`src/rtl/dm_bus_bridge.sv`:
```
// dm_bus_bridge: core load/store to req/ack data-bus bridge with byte lanes, load extension and timeout
module dm_bus_bridge #(
    parameter int TIMEOUT = 16
) (
    input  logic        clk,
    input  logic        rst_n,
    input  logic [31:0] dm_addr,
    input  logic [31:0] dm_wdata,
    input  logic        dm_wr,
    input  logic        dm_rd,
    input  logic [2:0]  dm_ctrl,
    output logic [31:0] dm_rdata,
    output logic        stall,
    output logic        fault,
    output logic        bus_req,
    output logic        bus_we,
    output logic [31:0] bus_addr,
    output logic [3:0]  bus_be,
    output logic [31:0] bus_wdata,
    input  logic        bus_ack,
    input  logic [31:0] bus_rdata
);
    localparam int TW = $clog2(TIMEOUT);
    typedef enum logic [1:0] {IDLE, BUSY, DONE} state_t;
    state_t        state_q, state_d;
    logic          bus_req_q, bus_req_d, bus_we_q, bus_we_d, fault_q, fault_d;
    logic [31:0]   bus_addr_q, bus_addr_d, bus_wdata_q, bus_wdata_d, dm_rdata_q, dm_rdata_d;
    logic [3:0]    bus_be_q, bus_be_d;
    logic [2:0]    ctrl_q, ctrl_d;
    logic [1:0]    off_q, off_d;
    logic [TW-1:0] timer_q, timer_d;
    logic          acc, bad;
    logic [3:0]    be;
    logic [31:0]   wd, w, ld;

    always_comb begin
        acc = dm_wr | dm_rd;
        bad = dm_ctrl == 3'b011 || dm_ctrl[2:1] == 2'b11
            || (dm_ctrl[1:0] == 2'b01 && dm_addr[0])
            || (dm_ctrl == 3'b010 && dm_addr[1:0] != 2'b00);
        be = dm_ctrl[1] ? 4'b1111 : ((dm_ctrl[0] ? 4'b0011 : 4'b0001) << dm_addr[1:0]);
        wd = dm_ctrl[1] ? dm_wdata : dm_ctrl[0] ? {2{dm_wdata[15:0]}} : {4{dm_wdata[7:0]}};
        w  = bus_rdata >> {off_q, 3'b000};
        ld = ctrl_q[1] ? w
           : ctrl_q[0] ? {{16{~ctrl_q[2] & w[15]}}, w[15:0]}
           : {{24{~ctrl_q[2] & w[7]}}, w[7:0]};
    end

    always_comb begin
        state_d     = state_q;
        bus_req_d   = bus_req_q;
        bus_we_d    = bus_we_q;
        bus_addr_d  = bus_addr_q;
        bus_be_d    = bus_be_q;
        bus_wdata_d = bus_wdata_q;
        dm_rdata_d  = dm_rdata_q;
        ctrl_d      = ctrl_q;
        off_d       = off_q;
        timer_d     = timer_q;
        fault_d     = 1'b0;
        stall       = 1'b0;
        fault       = fault_q;
        dm_rdata    = dm_rdata_q;
        case (state_q)
            IDLE: begin
                if (acc && bad) begin
                    fault      = 1'b1;
                    dm_rdata   = '0;
                    dm_rdata_d = '0;
                end else if (acc) begin
                    stall       = 1'b1;
                    bus_req_d   = 1'b1;
                    bus_we_d    = dm_wr;
                    bus_addr_d  = {dm_addr[31:2], 2'b00};
                    bus_be_d    = be;
                    bus_wdata_d = wd;
                    ctrl_d      = dm_ctrl;
                    off_d       = dm_addr[1:0];
                    timer_d     = '0;
                    state_d     = BUSY;
                end
            end
            BUSY: begin
                stall   = 1'b1;
                timer_d = timer_q + 1'b1;
                if (bus_ack) begin
                    bus_req_d  = 1'b0;
                    dm_rdata_d = bus_we_q ? dm_rdata_q : ld;
                    state_d    = DONE;
                end else if (timer_q == TW'(TIMEOUT - 1)) begin
                    bus_req_d  = 1'b0;
                    dm_rdata_d = '0;
                    fault_d    = 1'b1;
                    state_d    = DONE;
                end
            end
            DONE: begin
                timer_d = '0;
                state_d = IDLE;
            end
            default: state_d = IDLE;
        endcase
    end

    always_ff @(posedge clk or negedge rst_n) begin
        if (!rst_n) begin
            state_q     <= IDLE;
            bus_req_q   <= 1'b0;
            bus_we_q    <= 1'b0;
            bus_addr_q  <= '0;
            bus_be_q    <= '0;
            bus_wdata_q <= '0;
            dm_rdata_q  <= '0;
            ctrl_q      <= '0;
            off_q       <= '0;
            timer_q     <= '0;
            fault_q     <= 1'b0;
        end else begin
            state_q     <= state_d;
            bus_req_q   <= bus_req_d;
            bus_we_q    <= bus_we_d;
            bus_addr_q  <= bus_addr_d;
            bus_be_q    <= bus_be_d;
            bus_wdata_q <= bus_wdata_d;
            dm_rdata_q  <= dm_rdata_d;
            ctrl_q      <= ctrl_d;
            off_q       <= off_d;
            timer_q     <= timer_d;
            fault_q     <= fault_d;
        end
    end

    assign bus_req   = bus_req_q;
    assign bus_we    = bus_we_q;
    assign bus_addr  = bus_addr_q;
    assign bus_be    = bus_be_q;
    assign bus_wdata = bus_wdata_q;
endmodule

```
`config.mk`:
```
export PLATFORM = sky130hd
export DESIGN_NAME = dm_bus_bridge
export DESIGN_NICKNAME = d
export VERILOG_FILES = /design/src/rtl/dm_bus_bridge.sv
export SDC_FILE = /design/constraint.sdc
export NUM_CORES = 1
export LEC_CHECK = 0
export BUFFER_PORTS_ARGS = -buffer_cell sky130_fd_sc_hd__buf_2
export CAP_MARGIN = 5
export CORE_AREA = 2 2 120 122
export CTS_CLUSTER_SIZE = 20
export DETAILED_ROUTE_END_ITERATION = 10
export DIE_AREA = 0 0 122 124
export PLACE_DENSITY = 0.67
export SETUP_SLACK_MARGIN = 0.2
export SLEW_MARGIN = 10
export SYNTH_ARGS = -nofsm -noshare
export SYNTH_HDL_FRONTEND = slang
export SYNTH_SLANG_ARGS = --single-unit
```
`constraint.sdc`:
```
create_clock -name clk -period 5.7 [get_ports clk]
set_input_delay 1.425 -clock clk [delete_from_list [all_inputs] [get_ports clk]]
set_output_delay 1.425 -clock clk [all_outputs]
set_load 0.005 [all_outputs]
```
### Word level (Yosys, flattened, before mapping)

Cells that the tools add are included.

* flip-flop bits (word level): 112
* logic and storage cells: 78

* $add $sub $neg: 1
* equal/unequal tests: 11
* shifts and indexed selects: 2
* multiplexer cells: 33
* bitwise logic cells: 5
* reductions and logical operators: 15

Operators by type and width (number)
* $mux 32: 9
* $pmux 32 s2: 1
* $shr 32x5->32: 1
* $mux 4: 3
* $pmux 4 s3: 1
* $reduce_and 3->1: 4
* $mux 1: 11
* $mux 2: 5
* $eq 3x2->1 const B: 2
* $ne 3x3->1 const B: 2
* $add 4x1->4 const B: 1
* $eq 2x1->1 const B: 2
* $eq 2x2->1 const B: 2
* $eq 4x4->1 const B: 1
* $ne 2x2->1 const B: 2
* $pmux 1 s2: 2
* $pmux 2 s2: 1
* $reduce_and 4->1: 1
* $reduce_bool 2->1: 2
* $shl 2x2->4: 1
* $logic_and 1x1->1: 3
* $logic_or 1x1->1: 3
* $reduce_bool 3->1: 1
* $and 1x1->1: 2
* 3 further kinds: 4

### Logic depth before layout (Yosys ltp)

Gate-level depths: netlist of the first run.

* depth after elaboration: 7
* depth in mapped cells: 6
* depth with buffers taken out: 5

### Worst setup path after synthesis of the first run

No wires, ideal clock.

* path kind: input to output
* start: input dm_ctrl[0]
* end: output dm_rdata[10]
* arrival time: 2.394 ns
* slack: 1.881 ns
* stages: 5
* buffers on the path: 1
* cells stage by stage: nor4_2 nor2_1 nand2_1 clkbuf_1 and2_1

* cells in the longest elaborated chain, start to end: 7
* elaborated cells between the ends (all ways): 11

Ends and longest elaborated chain
* start, declared: RTL line 11 `input logic [2:0] dm_ctrl,`
* $eq 3x2->1 / $eq 2x1->1 (equally long branches): RTL line 38, 39
* $logic_or 1x1->1 / $logic_and 1x1->1 (equally long branches): RTL line 38, 39
* $logic_or 1x1->1: RTL line 39 `|| (dm_ctrl[1:0] == 2'b01 && dm_addr[0])`
* $logic_or 1x1->1 (*): RTL line 40 `|| (dm_ctrl == 3'b010 && dm_addr[1:0] != 2'b00);`
* $logic_and 1x1->1 (*): RTL line 66 `if (acc && bad) begin`
* $mux 32 (*)
* $mux 32 (*): RTL line 64 `case (state_q)`
* end, declared: RTL line 12 `output logic [31:0] dm_rdata,`

Every way passes the cells marked *; elsewhere a longest branch is shown, timed or not.

### Final worst setup path of the first run

* start: input dm_ctrl[0]
* end: output dm_rdata[16]

The elaborated chain is that of the path after synthesis.

==> results of run 1 <==
==> worst min-delay path: cells and delay by family, from the launching register on <==
| kind | cells | cell delay [ps] |
|---|---|---|
| simple gates | 1 | 40 |
| flops | 1 | 350 |
| compound gates | 1 | 60 |
==> flip-flops by register name, summed over array words and instances, names as in the netlist, 2 cells and up <==
| signal | flops |
|---|---|
| state_q | 2 |
| bus_wdata | 32 |
| timer_q | 4 |
| off_q | 2 |
| ctrl_q | 3 |
| dm_rdata_q | 32 |
| bus_be | 4 |
| bus_addr | 30 |
==> area by class of cell <==
class | count | area share (%)
multi-input combinational | 345 | 35.9
sequential | 112 | 40.5
inverter | 5 | 0.271
clock buffer | 9 | 3.25
clock inverter | 7 | 1.10
timing repair buffer | 212 | 15.6
antenna | 2 | 0.0723
tap | 180 | 3.25
==> path summary, 6_finish.rpt <==
path	startpoint	endpoint	slack, ps	cells past startpoint
max	dm_ctrl[0]	dm_rdata[16]	930	6
min	bus_wdata[17]	bus_wdata[17]	480	2
max reg2reg	timer_q[0]	dm_rdata_q[27]	3320	6
min reg2reg	bus_wdata[17]	bus_wdata[17]	480	2
max in group asynchronous	rst_n	dm_rdata_q[16]	3390	2
min in group asynchronous	rst_n	dm_rdata_q[21]	1180	1
==> metrics by stage <==
stage	cell area (um2)	worst slack [ps]	hold WS, ps
finish	6920	928	483
global route	6910	648	511
CTS	6910	855	488
detailed placement	6610	844	467
global placement	6610	994	461
floorplan	5460	1880	448
==> cell usage after synthesis (2+ instances only) <==
cell type  instances  area share [%]
buf_2             12             1.1
dfrtp_1          112              51
nand2_1           56             3.8
nor2b_1            4            0.46
nor3_1             2            0.18
buf_6              2            0.41
a22o_1            17             2.7
a21oi_1           16             1.5
o21ai_0           43             3.9
mux2_2            51              11
nor2_1            27             1.9
buf_4              2            0.27
o2bb2ai_1         22             3.5
a211oi_1           2            0.27
and2_1            33             3.8
inv_1              5            0.34
clkbuf_1          18             1.2
nand2b_1           3            0.34
mux2i_1           47             8.6
==> cell families (layout without fill, tap and decap cells) <==
| kind of cell | Yosys count | count (layout) | share of synthesized area [%] |
|---|---|---|---|
| flip-flops | 112 | 112 | 51.3 |
| multiplexers | 99 | 99 | 19.4 |
| XOR/XNOR | 1 | 1 | 0.160 |
| adder cells (fa/ha/maj) | 1 | 1 | 0.229 |
| other | 1 | 4 | 0.0687 |
| AND/OR/NAND/NOR | 130 | 130 | 11.1 |
| buffers and inverters | 40 | 233 | 3.44 |
| AO/OA/AOI/OAI | 112 | 112 | 14.2 |
==> power by group through the flow <==
stage               Sequential, uW  Clock, uW  Combinational, uW
CTS                           1240        665               1040
global route                  1270        695               1140
floorplan                     1210          0                618
finish                        1230        646               1020
detailed placement            1240          0               1040
global placement              1230          0               1010
==> metal layers <==
layer	share of wire [%]	global-route usage [%]	up-vias	wire length (um)
met5	0.089	0	-	13
met4	2.2	7.97	2	315
met3	8.8	5.91	22	1270
met2	47	32.3	174	6780
met1	42	24.1	2143	6160
li1	-	-	2131	-
==> cells in the final DEF (no fill, tap or decap), types with 4 or more instances in the layout <==
cell type / n
a21oi_1: 16
a22o_1: 17
and2_1: 33
buf_2: 204
buf_4: 8
clkbuf_16: 9
dfrtp_1: 112
inv_1: 5
mux2_2: 51
mux2i_1: 47
nand2_1: 56
nor2_1: 27
nor2b_1: 4
o21ai_0: 43
o2bb2ai_1: 22
==> impl_metrics.env, run 1 <==
export IMPL_grt_pass1_wl_um=23000
export IMPL_avgSynthCellArea_um2=11.0
export IMPL_grt_setup_unrepaired="false"
export IMPL_ys_warn_count=0
export IMPL_worst_pin_slew_ps=1160
export IMPL_totalWireLength_um=14500
export IMPL_final_cells=872
export IMPL_synthesis_area_mm2=0.00546
export IMPL_synth_cell_types=41
export IMPL_p_sw_uw=981
export IMPL_seqCellArea_mm2=0.00280
export IMPL_clk_latency_ps=360
export IMPL_drcViolationCount=0
export IMPL_multi_input_area_mm2=0.00248
export IMPL_drv_cap=0
export IMPL_cts_resized=0
export IMPL_syn_instance_count=496
export IMPL_comb_power_share_pct=35.2
export IMPL_overflow=0
export IMPL_final_util_pct=50.4
export IMPL_period_needed_ps=4770
export IMPL_cts_root_buf="clkbuf_16"
export IMPL_drtIter0Drc=291
export IMPL_clkPwrFrac_pct=22.3
export IMPL_setup_viol=0
export IMPL_crit_top_cell="buf_2"
export IMPL_pin_count=208
export IMPL_cp_top_family="simple AND/OR/NAND/NOR gates"
export IMPL_cts_setup_buffers=0
export IMPL_antenna_found_initial=2
export IMPL_critical_path_class="input port to output port"
export IMPL_cts_buffers_inserted=9
export IMPL_crit_chain="buf_2 > a21oi_1 > nor2_1 > nand2_1 > and2_1 > buf_2"
export IMPL_ir_drop_v=0.000183
export IMPL_critPathMaxStageDelay_ps=570
export IMPL_die_area_mm2=0.0151
export IMPL_async_reset_ff_share_pct=100
export IMPL_synth_seq_cells=112
export IMPL_p_seq_share_pct=42.6
export IMPL_maxSlewHeadroom_pct=22.6
export IMPL_gp_congestion=0.867
export IMPL_cts_htree_levels=3
export IMPL_drv_slew=0
export IMPL_clk_pin_slew_ps=70
export IMPL_fmax_ghz=0.210
export IMPL_drive_above_1_share_pct=41.6
export IMPL_port_buffers=205
export IMPL_finalCritPeriodShare_pct=83.7
export IMPL_seq_area_frac_synth_pct=51.3
export IMPL_die_x_um=122
export IMPL_cts_buffer_depth=2
export IMPL_cp_arrival_ps=3350
export IMPL_area_growth_pct=26.7
export IMPL_fillers=1259
export IMPL_crit_fanout=33
export IMPL_cp_num_buf_inv=2
export IMPL_dp_hpwl_um=10800
export IMPL_p_per_area_mw_per_mm2=419
export IMPL_swShare_pct=33.8
export IMPL_critPathRequiredTime_ps=4280
export IMPL_cts_hold_buffers=0
export IMPL_finClkSkew_ps=12.5
export IMPL_cts_sinks=112
export IMPL_routed_via_density=5.13
export IMPL_coreArea_mm2=0.0137
export IMPL_start_util_pct=39.8
export IMPL_grt_pass1_vias=4604
export IMPL_tns_ps=0
export IMPL_row_count=43
export IMPL_dieHeight_um=124
export IMPL_cts_tree="done"
export IMPL_routedWlPerCell_um=16.7
export IMPL_cp_start_kind="input port"
export IMPL_crit_slowest_cell="nand2_1"
export IMPL_grt_max_degree=72
export IMPL_p_int_uw=1920
export IMPL_synthFlopType="dfrtp_1"
export IMPL_firstDrtPassIters=4
export IMPL_status="finished clean"
export IMPL_p_leak_uw=0.00347
export IMPL_hold_viol_final=0
export IMPL_antenna_left=0
export IMPL_hp_class="flip-flop to flip-flop"
export IMPL_post_place_cells=854
export IMPL_num_vias=4472
export IMPL_synth_edf_count=0
export IMPL_grt_usage_pct=19.6
export IMPL_layout_nets=790
export IMPL_endpoint_kind="output port"
export IMPL_power_uw=2900
No activity file was read; power rests on OpenSTA's default activity.
==> run 2: changes to the inputs <==
- clock period: 5.7 -> 4.8 ns (I/O delays scaled with it)
==> run 2 against run 1 <==
Effect of this change:
- utilization barely moved
- count of clock-buffer cells in the layout did not move
- clock skew fell by 4.6 ps
- worst hold slack got worse by 5.6 ps
- largest power group unchanged
- highest routed layer unchanged
==> impl_metrics.env, run 2 (synthesis results as in run 1) <==
export IMPL_mostFrequentLayoutCell="buf_2"
export IMPL_routedWlPerCell_um=16.6
export IMPL_clk_pin_slew_ps=70
export IMPL_finalCritPeriodShare_pct=82.2
export IMPL_start_util_pct=39.8
export IMPL_area_growth_pct=26.6
export IMPL_pin_count=208
export IMPL_row_count=43
export IMPL_ir_drop_v=0.000245
export IMPL_antenna_found_initial=1
export IMPL_p_sw_uw=1160
export IMPL_tns_ps=0
export IMPL_cts_resized=0
export IMPL_drv_cap=0
export IMPL_p_per_area_mw_per_mm2=498
export IMPL_cts_buffers_inserted=9
export IMPL_period_needed_ps=3940
export IMPL_hold_start="bus_be[3]"
export IMPL_layout_common_cells="buf_2, dfrtp_1, nand2_1"
export IMPL_final_area_mm2=0.00691
export IMPL_setup_viol=0
export IMPL_cts_htree_levels=3
export IMPL_crit_top_cell="buf_2"
export IMPL_placed_area_mm2=0.00661
export IMPL_finClkSkew_ps=7.84
export IMPL_critPathMaxStageDelay_ps=480
export IMPL_hold_viol_final=0
export IMPL_port_buffers=205
export IMPL_hp_class="flip-flop to flip-flop"
export IMPL_critPathRequiredTime_ps=3600
export IMPL_coreArea_mm2=0.0137
export IMPL_fmax_ghz=0.254
export IMPL_overflow=0
export IMPL_die_area_mm2=0.0151
export IMPL_cts_setup_buffers=0
export IMPL_cts_tree="done"
export IMPL_grt_usage_pct=19.4
export IMPL_comb_power_share_pct=34.1
export IMPL_clk_latency_ps=360
export IMPL_critical_path_class="input port to output port"
export IMPL_swShare_pct=33.8
export IMPL_die_x_um=122
export IMPL_final_util_pct=50.4
export IMPL_cp_start_kind="input port"
export IMPL_crit_fanout=33
export IMPL_cts_root_buf="clkbuf_16"
export IMPL_fillers=1250
export IMPL_maxSlewHeadroom_pct=29.0
export IMPL_p_int_uw=2280
export IMPL_r2r_start="off_q[1]"
export IMPL_num_vias=4499
export IMPL_drcViolationCount=0
export IMPL_clkPwrFrac_pct=22.5
export IMPL_antenna_left=0
export IMPL_crit_chain="buf_2 > nor4_2 > nor2_1 > nand2_1 > buf_4 > and2_1 > buf_2"
export IMPL_cp_arrival_ps=2740
export IMPL_layout_nets=790
export IMPL_crit_slowest_cell="nor4_2"
export IMPL_grt_pass1_wl_um=22700
export IMPL_cts_hold_buffers=0
export IMPL_firstDrtPassIters=4
export IMPL_p_leak_uw=0.00346
export IMPL_grt_pass1_vias=4490
export IMPL_dieHeight_um=124
export IMPL_drtIter0Drc=231
export IMPL_totalWireLength_um=14400
export IMPL_drv_slew=0
export IMPL_endpoint_kind="output port"
export IMPL_crit_path_start="dm_ctrl[0]"
export IMPL_p_seq_share_pct=43.5
export IMPL_gp_congestion=0.826
export IMPL_cts_sinks=112
export IMPL_dp_hpwl_um=10600
export IMPL_n_antenna_cell=0
export IMPL_drive_above_1_share_pct=41.5
export IMPL_status="finished clean"
export IMPL_worst_pin_slew_ps=1070
export IMPL_routed_via_density=5.18
export IMPL_grt_max_degree=91
export IMPL_grt_setup_unrepaired="false"
export IMPL_cts_buffer_depth=2
export IMPL_power_uw=3440
[run 2: changes by cell type in the layout (fill, tap and decap cells not counted), sizes merged]
cell and delta:
clkinvlp +1, clkinv -2, diode -2
[run 2: final cells by class]
| cell class | count | area, um2 | share of cell area (%) |
|---|---|---|---|
| sequential | 112 | 2800 | 40.5 |
| multi-input combinational | 345 | 2480 | 35.9 |
| timing repair buffer | 212 | 1080 | 15.6 |
| clock buffer | 9 | 225 | 3.26 |
| tap | 180 | 225 | 3.26 |
| clock inverter | 6 | 76.3 | 1.10 |
| inverter | 5 | 18.8 | 0.271 |
[run 2: path summary, 6_finish.rpt]
kind / slack, ps / to / depth (start not counted)
worst min register to register: 480 / bus_be[3] / 2
min in group asynchronous: 960 / dm_rdata_q[30] / 1
max in group asynchronous: 2980 / off_q[0] / 2
worst max register to register: 2400 / dm_rdata_q[13] / 4
worst min-delay path: 480 / bus_be[3] / 2
worst max-delay path: 860 / dm_rdata[17] / 7
[run 2: metrics by stage]
stage | setup WS (ps) | hold slack, ps | cells
after floorplan | 1430 | 448 | 497
after global placement | 912 | 460 | 854
after detailed placement | 854 | 470 | 854
after CTS | 856 | 488 | 869
after global routing | 761 | 510 | 869
final | 856 | 477 | 869
[run 2: power groups by stage]
stage               Sequential, uW  Combinational (uW)  Clock [uW]
floorplan                     1440                 734           0
global placement              1500                1160           0
detailed placement            1510                1190           0
CTS                           1500                1200         798
global route                  1550                1320         830
finish                        1500                1170         774
[run 2: layer usage]
metal | routed length [um] | GRT usage (%) | part of all wire (%) | vias to the layer above
met4 | 291 | 8.05 | 2.0 | 2
met3 | 1230 | 5.31 | 8.5 | 22
li1 | - | - | - | 2129
met1 | 6200 | 25.2 | 43 | 2162
met5 | 16 | 0 | 0.11 | -
met2 | 6700 | 30.8 | 46 | 184
[run 2: worst max-delay path, delay by kind of cell]
family / cells / cell delay [ps]
buffers and inverters: 3 / 600
AND/OR/NAND/NOR: 4 / 920
